===== src/rtl/inst_mem_loader_if.sv =====
// -----------------------------------------------------------------------------
// inst_mem_loader_if
//
// Bundles the byte-stream handshake, the instruction-memory write port and the
// status flags of the program loader.
//
// Signals:
//   start         host -> loader  single-cycle request to begin a load session
//   in_valid      host -> loader  in_data carries a byte
//   in_data       host -> loader  stream byte
//   in_ready      loader -> host  loader accepts a byte this cycle
//   mem_we        loader -> mem   one-cycle word write strobe
//   mem_addr      loader -> mem   byte address of the written word (multiple of 4)
//   mem_wdata     loader -> mem   word; [7:0] lands at mem_addr, [31:24] at mem_addr+3
//   busy          loader -> core  session active, core must be held in reset
//   done          loader -> host  sticky: last session loaded with matching checksum
//   err           loader -> host  sticky: last session had bad length or checksum
//   words_loaded  loader -> host  words written in the current/last session
//
// Modports:
//   slave   the loader itself
//   master  the host/environment that drives the stream
// -----------------------------------------------------------------------------
interface inst_mem_loader_if;

    logic        start;
    logic        in_valid;
    logic [7:0]  in_data;
    logic        in_ready;
    logic        mem_we;
    logic [31:0] mem_addr;
    logic [31:0] mem_wdata;
    logic        busy;
    logic        done;
    logic        err;
    logic [7:0]  words_loaded;

    modport slave (
        input  start,
        input  in_valid,
        input  in_data,
        output in_ready,
        output mem_we,
        output mem_addr,
        output mem_wdata,
        output busy,
        output done,
        output err,
        output words_loaded
    );

    modport master (
        output start,
        output in_valid,
        output in_data,
        input  in_ready,
        input  mem_we,
        input  mem_addr,
        input  mem_wdata,
        input  busy,
        input  done,
        input  err,
        input  words_loaded
    );

endinterface


===== src/rtl/inst_mem_loader.sv =====
// -----------------------------------------------------------------------------
// inst_mem_loader
//
// Byte-stream program loader. Receives a frame of
//   [word count N] [4*N instruction bytes, LSB of each word first] [XOR checksum]
// over a valid/ready handshake, assembles 32-bit words and writes each one into
// the instruction memory with a single-cycle strobe. busy holds the core while
// a session is running; done/err report the outcome and stay set until the
// next start or reset.
//
// Ports:
//   clk     rising-edge clock
//   reset   synchronous, active-high reset
//   bus     inst_mem_loader_if.slave (stream in, memory write out, status out)
//
// Parameters:
//   MEM_BYTES  instruction memory size in bytes (multiple of 4, at most 1020)
// -----------------------------------------------------------------------------
module inst_mem_loader #(
    parameter int MEM_BYTES = 32
) (
    input  logic              clk,
    input  logic              reset,
    inst_mem_loader_if.slave  bus
);

    // Largest word count that still fits in memory; also guarantees the
    // address counter never passes MEM_BYTES-4.
    localparam logic [7:0] MAX_WORDS = 8'(MEM_BYTES / 4);

    typedef enum logic [2:0] {
        IDLE,
        LEN,
        DATA,
        WRITE,
        CSUM,
        DONE,
        ERR
    } state_t;

    state_t      state_q,     state_d;
    logic [7:0]  wordCount_q, wordCount_d;
    logic [7:0]  loaded_q,    loaded_d;
    logic [31:0] addr_q,      addr_d;
    logic [1:0]  byteIdx_q,   byteIdx_d;
    logic [23:0] lanes_q,     lanes_d;
    logic [7:0]  csum_q,      csum_d;

    logic        inReady_q,   inReady_d;
    logic        memWe_q,     memWe_d;
    logic [31:0] memAddr_q,   memAddr_d;
    logic [31:0] memWdata_q,  memWdata_d;
    logic        busy_q,      busy_d;
    logic        done_q,      done_d;
    logic        err_q,       err_d;

    logic        xfer;
    logic [7:0]  loadedInc;

    // A byte moves only when the loader advertised ready for this cycle.
    assign xfer      = bus.in_valid && inReady_q;
    assign loadedInc = loaded_q + 8'd1;

    // Next-state logic. Status outputs are derived from the next state so they
    // come out of flops and change on the same edge the state does.
    always_comb begin
        state_d     = state_q;
        wordCount_d = wordCount_q;
        loaded_d    = loaded_q;
        addr_d      = addr_q;
        byteIdx_d   = byteIdx_q;
        lanes_d     = lanes_q;
        csum_d      = csum_q;
        memAddr_d   = memAddr_q;
        memWdata_d  = memWdata_q;

        case (state_q)
            IDLE, DONE, ERR: begin
                if (bus.start) begin
                    state_d   = LEN;
                    loaded_d  = 8'd0;
                    addr_d    = 32'd0;
                    byteIdx_d = 2'd0;
                    csum_d    = 8'd0;
                end
            end

            LEN: begin
                if (xfer) begin
                    if (bus.in_data == 8'd0 || bus.in_data > MAX_WORDS) begin
                        state_d = ERR;
                    end else begin
                        wordCount_d = bus.in_data;
                        state_d     = DATA;
                    end
                end
            end

            DATA: begin
                if (xfer) begin
                    csum_d    = csum_q ^ bus.in_data;
                    byteIdx_d = byteIdx_q + 2'd1;
                    case (byteIdx_q)
                        2'd0: lanes_d[7:0]   = bus.in_data;
                        2'd1: lanes_d[15:8]  = bus.in_data;
                        2'd2: lanes_d[23:16] = bus.in_data;
                        default: begin
                            // The top byte goes straight into the write word so the
                            // strobe can fire on the very next cycle.
                            memAddr_d  = addr_q;
                            memWdata_d = {bus.in_data, lanes_q};
                            state_d    = WRITE;
                        end
                    endcase
                end
            end

            WRITE: begin
                addr_d   = addr_q + 32'd4;
                loaded_d = loadedInc;
                if (loadedInc == wordCount_q) begin
                    state_d = CSUM;
                end else begin
                    state_d = DATA;
                end
            end

            CSUM: begin
                if (xfer) begin
                    if (bus.in_data == csum_q) begin
                        state_d = DONE;
                    end else begin
                        state_d = ERR;
                    end
                end
            end

            default: state_d = IDLE;
        endcase

        inReady_d = (state_d == LEN) || (state_d == DATA) || (state_d == CSUM);
        memWe_d   = (state_d == WRITE);
        busy_d    = (state_d == LEN) || (state_d == DATA) ||
                    (state_d == WRITE) || (state_d == CSUM);
        done_d    = (state_d == DONE);
        err_d     = (state_d == ERR);
    end

    // State and output registers. Reset wins over start and any transfer and
    // throws away a partially assembled word.
    always_ff @(posedge clk) begin
        if (reset) begin
            state_q     <= IDLE;
            wordCount_q <= 8'd0;
            loaded_q    <= 8'd0;
            addr_q      <= 32'd0;
            byteIdx_q   <= 2'd0;
            lanes_q     <= 24'd0;
            csum_q      <= 8'd0;
            inReady_q   <= 1'b0;
            memWe_q     <= 1'b0;
            memAddr_q   <= 32'd0;
            memWdata_q  <= 32'd0;
            busy_q      <= 1'b0;
            done_q      <= 1'b0;
            err_q       <= 1'b0;
        end else begin
            state_q     <= state_d;
            wordCount_q <= wordCount_d;
            loaded_q    <= loaded_d;
            addr_q      <= addr_d;
            byteIdx_q   <= byteIdx_d;
            lanes_q     <= lanes_d;
            csum_q      <= csum_d;
            inReady_q   <= inReady_d;
            memWe_q     <= memWe_d;
            memAddr_q   <= memAddr_d;
            memWdata_q  <= memWdata_d;
            busy_q      <= busy_d;
            done_q      <= done_d;
            err_q       <= err_d;
        end
    end

    assign bus.in_ready     = inReady_q;
    assign bus.mem_we       = memWe_q;
    assign bus.mem_addr     = memAddr_q;
    assign bus.mem_wdata    = memWdata_q;
    assign bus.busy         = busy_q;
    assign bus.done         = done_q;
    assign bus.err          = err_q;
    assign bus.words_loaded = loaded_q;

endmodule


===== src/flat_wrapper.sv =====
// flat-port wrapper written by rule: the top's interface ports become plain ports
module inst_mem_loader_flat 
#(
    parameter int MEM_BYTES = 32
)
  (clk, reset, bus_start, bus_in_valid, bus_in_data, bus_in_ready, bus_mem_we, bus_mem_addr, bus_mem_wdata, bus_busy, bus_done, bus_err, bus_words_loaded);
  inst_mem_loader_if bus_i ();
  input  logic clk;
  input  logic reset;
  input wire logic [$bits(bus_i.start)-1:0] bus_start;
  input wire logic [$bits(bus_i.in_valid)-1:0] bus_in_valid;
  input wire logic [$bits(bus_i.in_data)-1:0] bus_in_data;
  output wire logic [$bits(bus_i.in_ready)-1:0] bus_in_ready;
  output wire logic [$bits(bus_i.mem_we)-1:0] bus_mem_we;
  output wire logic [$bits(bus_i.mem_addr)-1:0] bus_mem_addr;
  output wire logic [$bits(bus_i.mem_wdata)-1:0] bus_mem_wdata;
  output wire logic [$bits(bus_i.busy)-1:0] bus_busy;
  output wire logic [$bits(bus_i.done)-1:0] bus_done;
  output wire logic [$bits(bus_i.err)-1:0] bus_err;
  output wire logic [$bits(bus_i.words_loaded)-1:0] bus_words_loaded;
  assign bus_i.start = bus_start;
  assign bus_i.in_valid = bus_in_valid;
  assign bus_i.in_data = bus_in_data;
  assign bus_in_ready = bus_i.in_ready;
  assign bus_mem_we = bus_i.mem_we;
  assign bus_mem_addr = bus_i.mem_addr;
  assign bus_mem_wdata = bus_i.mem_wdata;
  assign bus_busy = bus_i.busy;
  assign bus_done = bus_i.done;
  assign bus_err = bus_i.err;
  assign bus_words_loaded = bus_i.words_loaded;
  inst_mem_loader #(.MEM_BYTES(MEM_BYTES)) u_core (.clk(clk), .reset(reset), .bus(bus_i));
endmodule

===== config.mk =====
export PLATFORM = sky130hd
export DESIGN_NAME = inst_mem_loader_flat
export DESIGN_NICKNAME = d
export VERILOG_FILES = /design/src/rtl/inst_mem_loader_if.sv /design/src/rtl/inst_mem_loader.sv /design/src/flat_wrapper.sv
export SDC_FILE = /design/constraint.sdc
export NUM_CORES = 1
export LEC_CHECK = 0
export ABC_AREA = 0
export BUFFER_PORTS_ARGS = -buffer_cell sky130_fd_sc_hd__buf_4
export CAP_MARGIN = 10
export CORE_MARGIN = 2
export CORE_UTILIZATION = 50
export CTS_BUF_LIST = sky130_fd_sc_hd__clkbuf_2 sky130_fd_sc_hd__clkbuf_4 sky130_fd_sc_hd__clkbuf_8
export DETAILED_ROUTE_END_ITERATION = 10
export PLACE_DENSITY = 0.86
export SETUP_SLACK_MARGIN = 0.2
export SLEW_MARGIN = 15
export SYNTH_ARGS = -nofsm -noshare
export SYNTH_HDL_FRONTEND = slang
export SYNTH_SLANG_ARGS = --single-unit

===== constraint.sdc =====
create_clock -name clk -period 2.05 [get_ports clk]
set_input_delay 0.5125 -clock clk [delete_from_list [all_inputs] [get_ports clk]]
set_output_delay 0.5125 -clock clk [all_outputs]
set_load 0.02 [all_outputs]

# Yosys cells after proc, flatten, opt, wreduce, memory -nomap -nowiden
# Index checks and enable logic that the tools add are counted.
[classes]
add_sub_neg = 3
n_lt_le_gt_ge = 1
n_eq_ne = 18
mux = 18
bitwise_logic = 3
reduce_logical = 20
[op_table]
columns = ["operator", "n"]
rows = [
  ["case mux 32 bit (2 select lines)", 1],
  ["adder 32 x 3 -> 32 bit (second input constant)", 1],
  ["2-to-1 mux 32 bit", 1],
  ["case mux 8 bit (2 select lines)", 2],
  ["2-to-1 mux 3 bit", 7],
  ["equality test 3 bit (second input constant)", 6],
  ["AND reduction 3 bit", 6],
  ["equality test 8 bit", 2],
  ["2-to-1 mux 8 bit", 2],
  ["case mux 3 bit (5 select lines)", 1],
  ["equality test 3 x 2 -> 1 bit (second input constant)", 4],
  ["adder 8 x 1 -> 8 bit (second input constant)", 1],
  ["greater-than comparator 8 x 4 -> 1 bit (second input constant)", 1],
  ["zero test 8 bit", 1],
  ["bitwise XOR 8 bit", 1],
  ["equality test 3 x 1 -> 1 bit (second input constant)", 2],
  ["2-to-1 mux 2 bit", 3],
  ["OR reduction 3 bit", 2],
  ["logical OR 1 bit", 5],
  ["case mux 2 bit (2 select lines)", 1],
  ["nonzero test 2 bit", 2],
  ["zero test 3 bit", 1],
  ["adder 2 x 1 -> 2 bit (second input constant)", 1],
  ["equality test 2 x 1 -> 1 bit (second input constant)", 1],
  ["7 further kinds", 8],
]
[word_totals]
reg_bits = 154
in_bits = 12
output_inout_bits = 77
wordCells = 79

# Logic depth before layout (Yosys ltp)
[depth]
ltp_word = 9
mapped_depth = 9
ltp_nobuf = 8

# Worst setup path before layout
# Ideal clock, no wire load.
[synth_path]
kind = "reg2reg"
startpoint = "register u_core.loaded_q[0] (netlist: u_core.bus.words_loaded[0])"
endpoint = "register u_core.busy_q (netlist: u_core.bus.busy)"
setup_ps = 86
arrival_ps = 2131
required_time_ps = 1964
setup_slack_ps = -167
stages_incl_launch_ff = 10
path_buffers = 1
synth_period_minus_slack_ps = 2217
path_cell_list = "dfxtp_1 -> ha_1 -> and3_2 -> buf_2 -> mux2i_1 -> mux2i_1 -> a21o_1 -> a31oi_1 -> nand2_1 -> a221oi_2"
[synth_between]
elab_chain_len = 8
elab_cells_between_ends = 11
classes_between = "add/sub: 1; eq/ne: 5; mux: 2; reduce/logical: 3"
[synth_lines]
columns = ["element", "line_no", "source"]
rows = [
  ["start: declaration", "inst_mem_loader.sv:43", "logic [7:0] loaded_q, loaded_d;"],
  ["start signal: assignment", "inst_mem_loader.sv:170", "loaded_q <= loaded_d;"],
  ["adder 8 x 1 -> 8 bit (*)", "inst_mem_loader.sv:62", "assign loadedInc = loaded_q + 8'd1;"],
  ["equality test 8 bit (*)", "inst_mem_loader.sv:121", "if (loadedInc == wordCount_q) begin"],
  ["2-to-1 mux 3 bit (*)", "inst_mem_loader.sv:121", ""],
  ["case mux 3 bit (5 select lines) (*)", "inst_mem_loader.sv:77", "case (state_q)"],
  ["equality test 3 x 1 -> 1 bit / equality test 3 x 2 -> 1 bit (equally long branches)", "inst_mem_loader.sv:143", "busy_d = (state_d == LEN) || (state_d == DATA) ||"],
  ["logical OR 1 bit (2 in series)", "inst_mem_loader.sv:143", ""],
  ["logical OR 1 bit (*)", "inst_mem_loader.sv:144", "(state_d == WRITE) || (state_d == CSUM);"],
  ["end signal: assignment", "inst_mem_loader.sv:179", "busy_q <= busy_d;"],
  ["end: declaration", "inst_mem_loader.sv:53", "logic busy_q, busy_d;"],
]
# Every way passes the cells marked *; elsewhere a longest branch is shown, timed or not.
# A chain may end at the register's enable or synchronous reset.

# Worst setup path in the final report
[layout_path]
startpoint = "register u_core.loaded_q[1] (netlist: u_core.bus.words_loaded[1])"
endpoint = "register u_core.busy_q (netlist: u_core.bus.busy)"
# Same word-level chain as after synthesis.

==> flow_summary.yaml <==
yosys:
  synth_ff_type: "dfxtp_1"
  synth_cells: 802
  ys_async_sr_fraction_pct: 0
  seq_area_frac_synth_pct: 46.9
  yosysUniqueCellTypes: 57
  synth_area_per_cell_um2: 7.98
  yosysWarnings: 0
  ys_ff_latch: 150
  synth_edf_count: 0
  netlist_area_um2: 6400
sta:
  fin_hold_ws_ns: 0.317
  rsz0062_at_grt: "yes"
  fin_crit_ns: 2.06
  slew_violations: 0
  worst_slack_ns: -0.00589
  min_period_over_period_pct: 100
  max_freq_ghz: 0.486
  fin_skew_ns: 0.0114
  setup_viol: 1
  hold_violations: 0
pwr:
  p_clk_share_pct: 41.4
  power_frac_comb_pct: 6.4
  p_seq_share_pct: 52.3
  p_switching_mw: 1.32
  switching_share_pct: 23.4
  power_leakage_nw: 3.11
  peakVddDrop_mv: 0.430
  p_int_mw: 4.31
  powerDensity_nw_per_um2: 686
die:
  chipHeight_um: 117
  io_pins: 89
  die_area_um2: 13700
  num_rows: 41
  core_area_um2: 12600
  initial_core_util_pct: 50.9
  chipWidth_um: 117
routing:
  wl_met2_mm: 8.48
  met3_length_mm: 1.26
  drt-total-wl_mm: 17.3
  viasPerCell: 5.61
  wire_per_inst_um: 15.8
  via_count: 6137
  firstDrtPassIters: 7
  drc: 0
  highest_layer: "met4"
  drt-initial-drc-count: 612
  met1_length_mm: 7.25
  antenna_left: 0
global_route:
  grt_start_max_net_pins: 67
  grt_pass1_wl_mm: 25.7
  first_global_vias: 5398
  grt_usage_pct: 23.7
  grt-ovfl-total: 0
  grt_antenna_before_repair: 0
clock_network:
  clk_path_buf_depth: 2
  cts_tree: "yes"
  clock_sinks: 150
  htree_levels: 4
  cts_inserted_buffers: 17
  root_buffer: "clkbuf_8"
  path_clk_slew_ns: 0.08
  clk_latency_ns: 0.46
placed_design:
  dpl.hpwl_mm: 10.7
  gp_congestion: 0.943
  io_buffers: 86
  numPlacedInstances: 1055
final_layout:
  fillCellCount: 1022
  layout-drive-gt1-share_pct: 26.2
  area_delta_synth_final_pct: 28.2
  fin_nets: 929
  diodes: 0
  final_cells: 1094
min_path:
  holdPathStages: 2
  worstHoldPathType: "in2reg"
  hp-start: "reset"
worst_setup_path:
  startpoint_type: "flip-flop"
  path_class: "reg2reg"
  worst-r2r-cell-count: 8
  crit_path_start: "u_core.bus.words_loaded[1]"
  worstPathRequired_ns: 2.44
  cp_max_fo: 5
  cp.arrival_ns: 2.44
  end_kind: "flip-flop"
  r2r-start: "u_core.bus.words_loaded[1]"
status:
  violations: "negative setup slack"
  status: "finished with violations"
flow_run:
  cap_violations: 0
## critical path: stages (launching register included)
cell	delay, ns
dfxtp_4	0.39
ha_4	0.16
and3_2	0.26
mux2i_1	0.21
mux2i_1	0.10
a21o_1	0.23
a31oi_2	0.27
nand2_1	0.10
a221oi_2	0.25
## cell families after synthesis
logic type,share of synthesized area (%)
and+or+nand+nor,26.7
AOI/OAI and AO/OA,15.4
DFF,46.9
buffers and inverters,4.61
xor gates and xnor gates,3.69
muxes,1.43
adders and majority gates,1.17
other,0.0586
## path summary, 6_finish.rpt
path	end	slack [ns]
setup / recovery	u_core.bus.busy	-0.006
hold / removal	u_core.state_q[1]	0.32
setup reg to reg	u_core.bus.busy	-0.006
hold reg to reg	u_core.bus.mem_addr[17]	0.45
## metrics by stage
step                instance area, um2   TNS, ns  power [mW]  setup WS [ns]  util (%)
global placement                  7540   -0.0202        3.34        -0.0202      60.0
CTS                               8010         0        5.62         0.0364      63.7
floorplan                         6480         0        3.22         0.0520         -
finish                            8210  -0.00589        5.63       -0.00589      65.3
detailed placement                7540   -0.0931        3.34        -0.0931      60.0
global route                      8210    -0.113        5.81        -0.0995      65.3
## routing by layer
metal	GRT usage (%)	vias to the layer above
met5	0	-
met4	7.69	0
li1	-	2944
met2	38.4	258
met1	31.3	2903
met3	5.77	32
## registers in the layout, indices dropped and copies added (netlist names)
| name | flops |
|---|---|
| u_core.byteIdx_q | 2 |
| u_core.bus.mem_wdata | 32 |
| u_core.state_q | 3 |
| u_core.bus.done | 1 |
| u_core.bus.mem_we | 1 |
| u_core.bus.mem_addr | 30 |
| u_core.addr_q | 30 |
| u_core.wordCount_q | 8 |
| u_core.bus.words_loaded | 8 |
| u_core.bus.err | 1 |
| u_core.bus.in_ready | 1 |
| u_core.lanes_q | 24 |
| u_core.csum_q | 8 |
| u_core.bus.busy | 1 |
## cells in the mapped netlist (all sizes together), types with 2 or more instances
cell type	n	area share (%)
nand2	179	11
dfxtp	150	47
a21oi	125	9.8
nor2	56	3.3
nand3	46	3.8
buf	31	2.6
clkbuf	29	1.7
o21ai	23	1.8
xor2	18	2.5
and3	14	1.4
nand3b	13	1.5
o211ai	10	1.2
or3	10	0.98
nor3	9	0.78
xnor2	9	1.2
and2	8	0.78
mux2i	8	1.3
ha	6	1.2
nand4	6	0.59
nor2b	6	0.63
inv	5	0.29
a31oi	4	0.39
a311oi	3	0.41
a41oi	3	0.41
and3b	3	0.41
or2	3	0.29
or4	3	0.35
a31o	2	0.27
nor3b	2	0.23
nor4	2	0.20
o21a	2	0.23
## power by group through the flow
| stage | clock network (mW) | registers [mW] | logic [mW] |
|---|---|---|---|
| 3_5_place_dp | 0 | 3.01 | 0.330 |
| 6_report | 2.33 | 2.94 | 0.359 |
| 2_1_floorplan | 0 | 3.01 | 0.212 |
| 4_1_cts | 2.34 | 2.94 | 0.336 |
| 5_1_grt | 2.47 | 2.94 | 0.389 |
| 3_3_place_gp | 0 | 3.01 | 0.327 |
## cell type report
class / instances / area (um2) / share of cell area [%]
clock buffers: 20 / 269 / 3.28
multi-input cells: 588 / 3310 / 40.4
well taps: 172 / 215 / 2.62
clock inverters: 10 / 129 / 1.57
repair buffers: 149 / 1230 / 15.0
flip-flops and latches: 150 / 3030 / 36.9
inverters: 5 / 18.8 / 0.229
## placed cells by master (no fill, tap or decap), types with 11 or more instances in the layout
cell      Yosys  routed
a21oi_1     125     122
buf_4         3     136
clkbuf_8      0      19
dfxtp_1     150     135
dfxtp_2       0      11
nand2_1     178     173
nand3_1      45      42
nand3b_1     13      13
nor2_1       55      50
o21ai_0      22      18
xor2_1       18      17
## what timing repair did
| item | CTS | global route |
|---|---|---|
| setup buffers | 2 | 3 |
| cloned | 0 | 4 |
| hold buffers | 0 | 0 |
| pin swaps | 9 | 8 |
| gates resized for setup | 16 | 36 |
| setup endpoints to repair | 29 | 113 |
(Power assumes the default switching activity.)
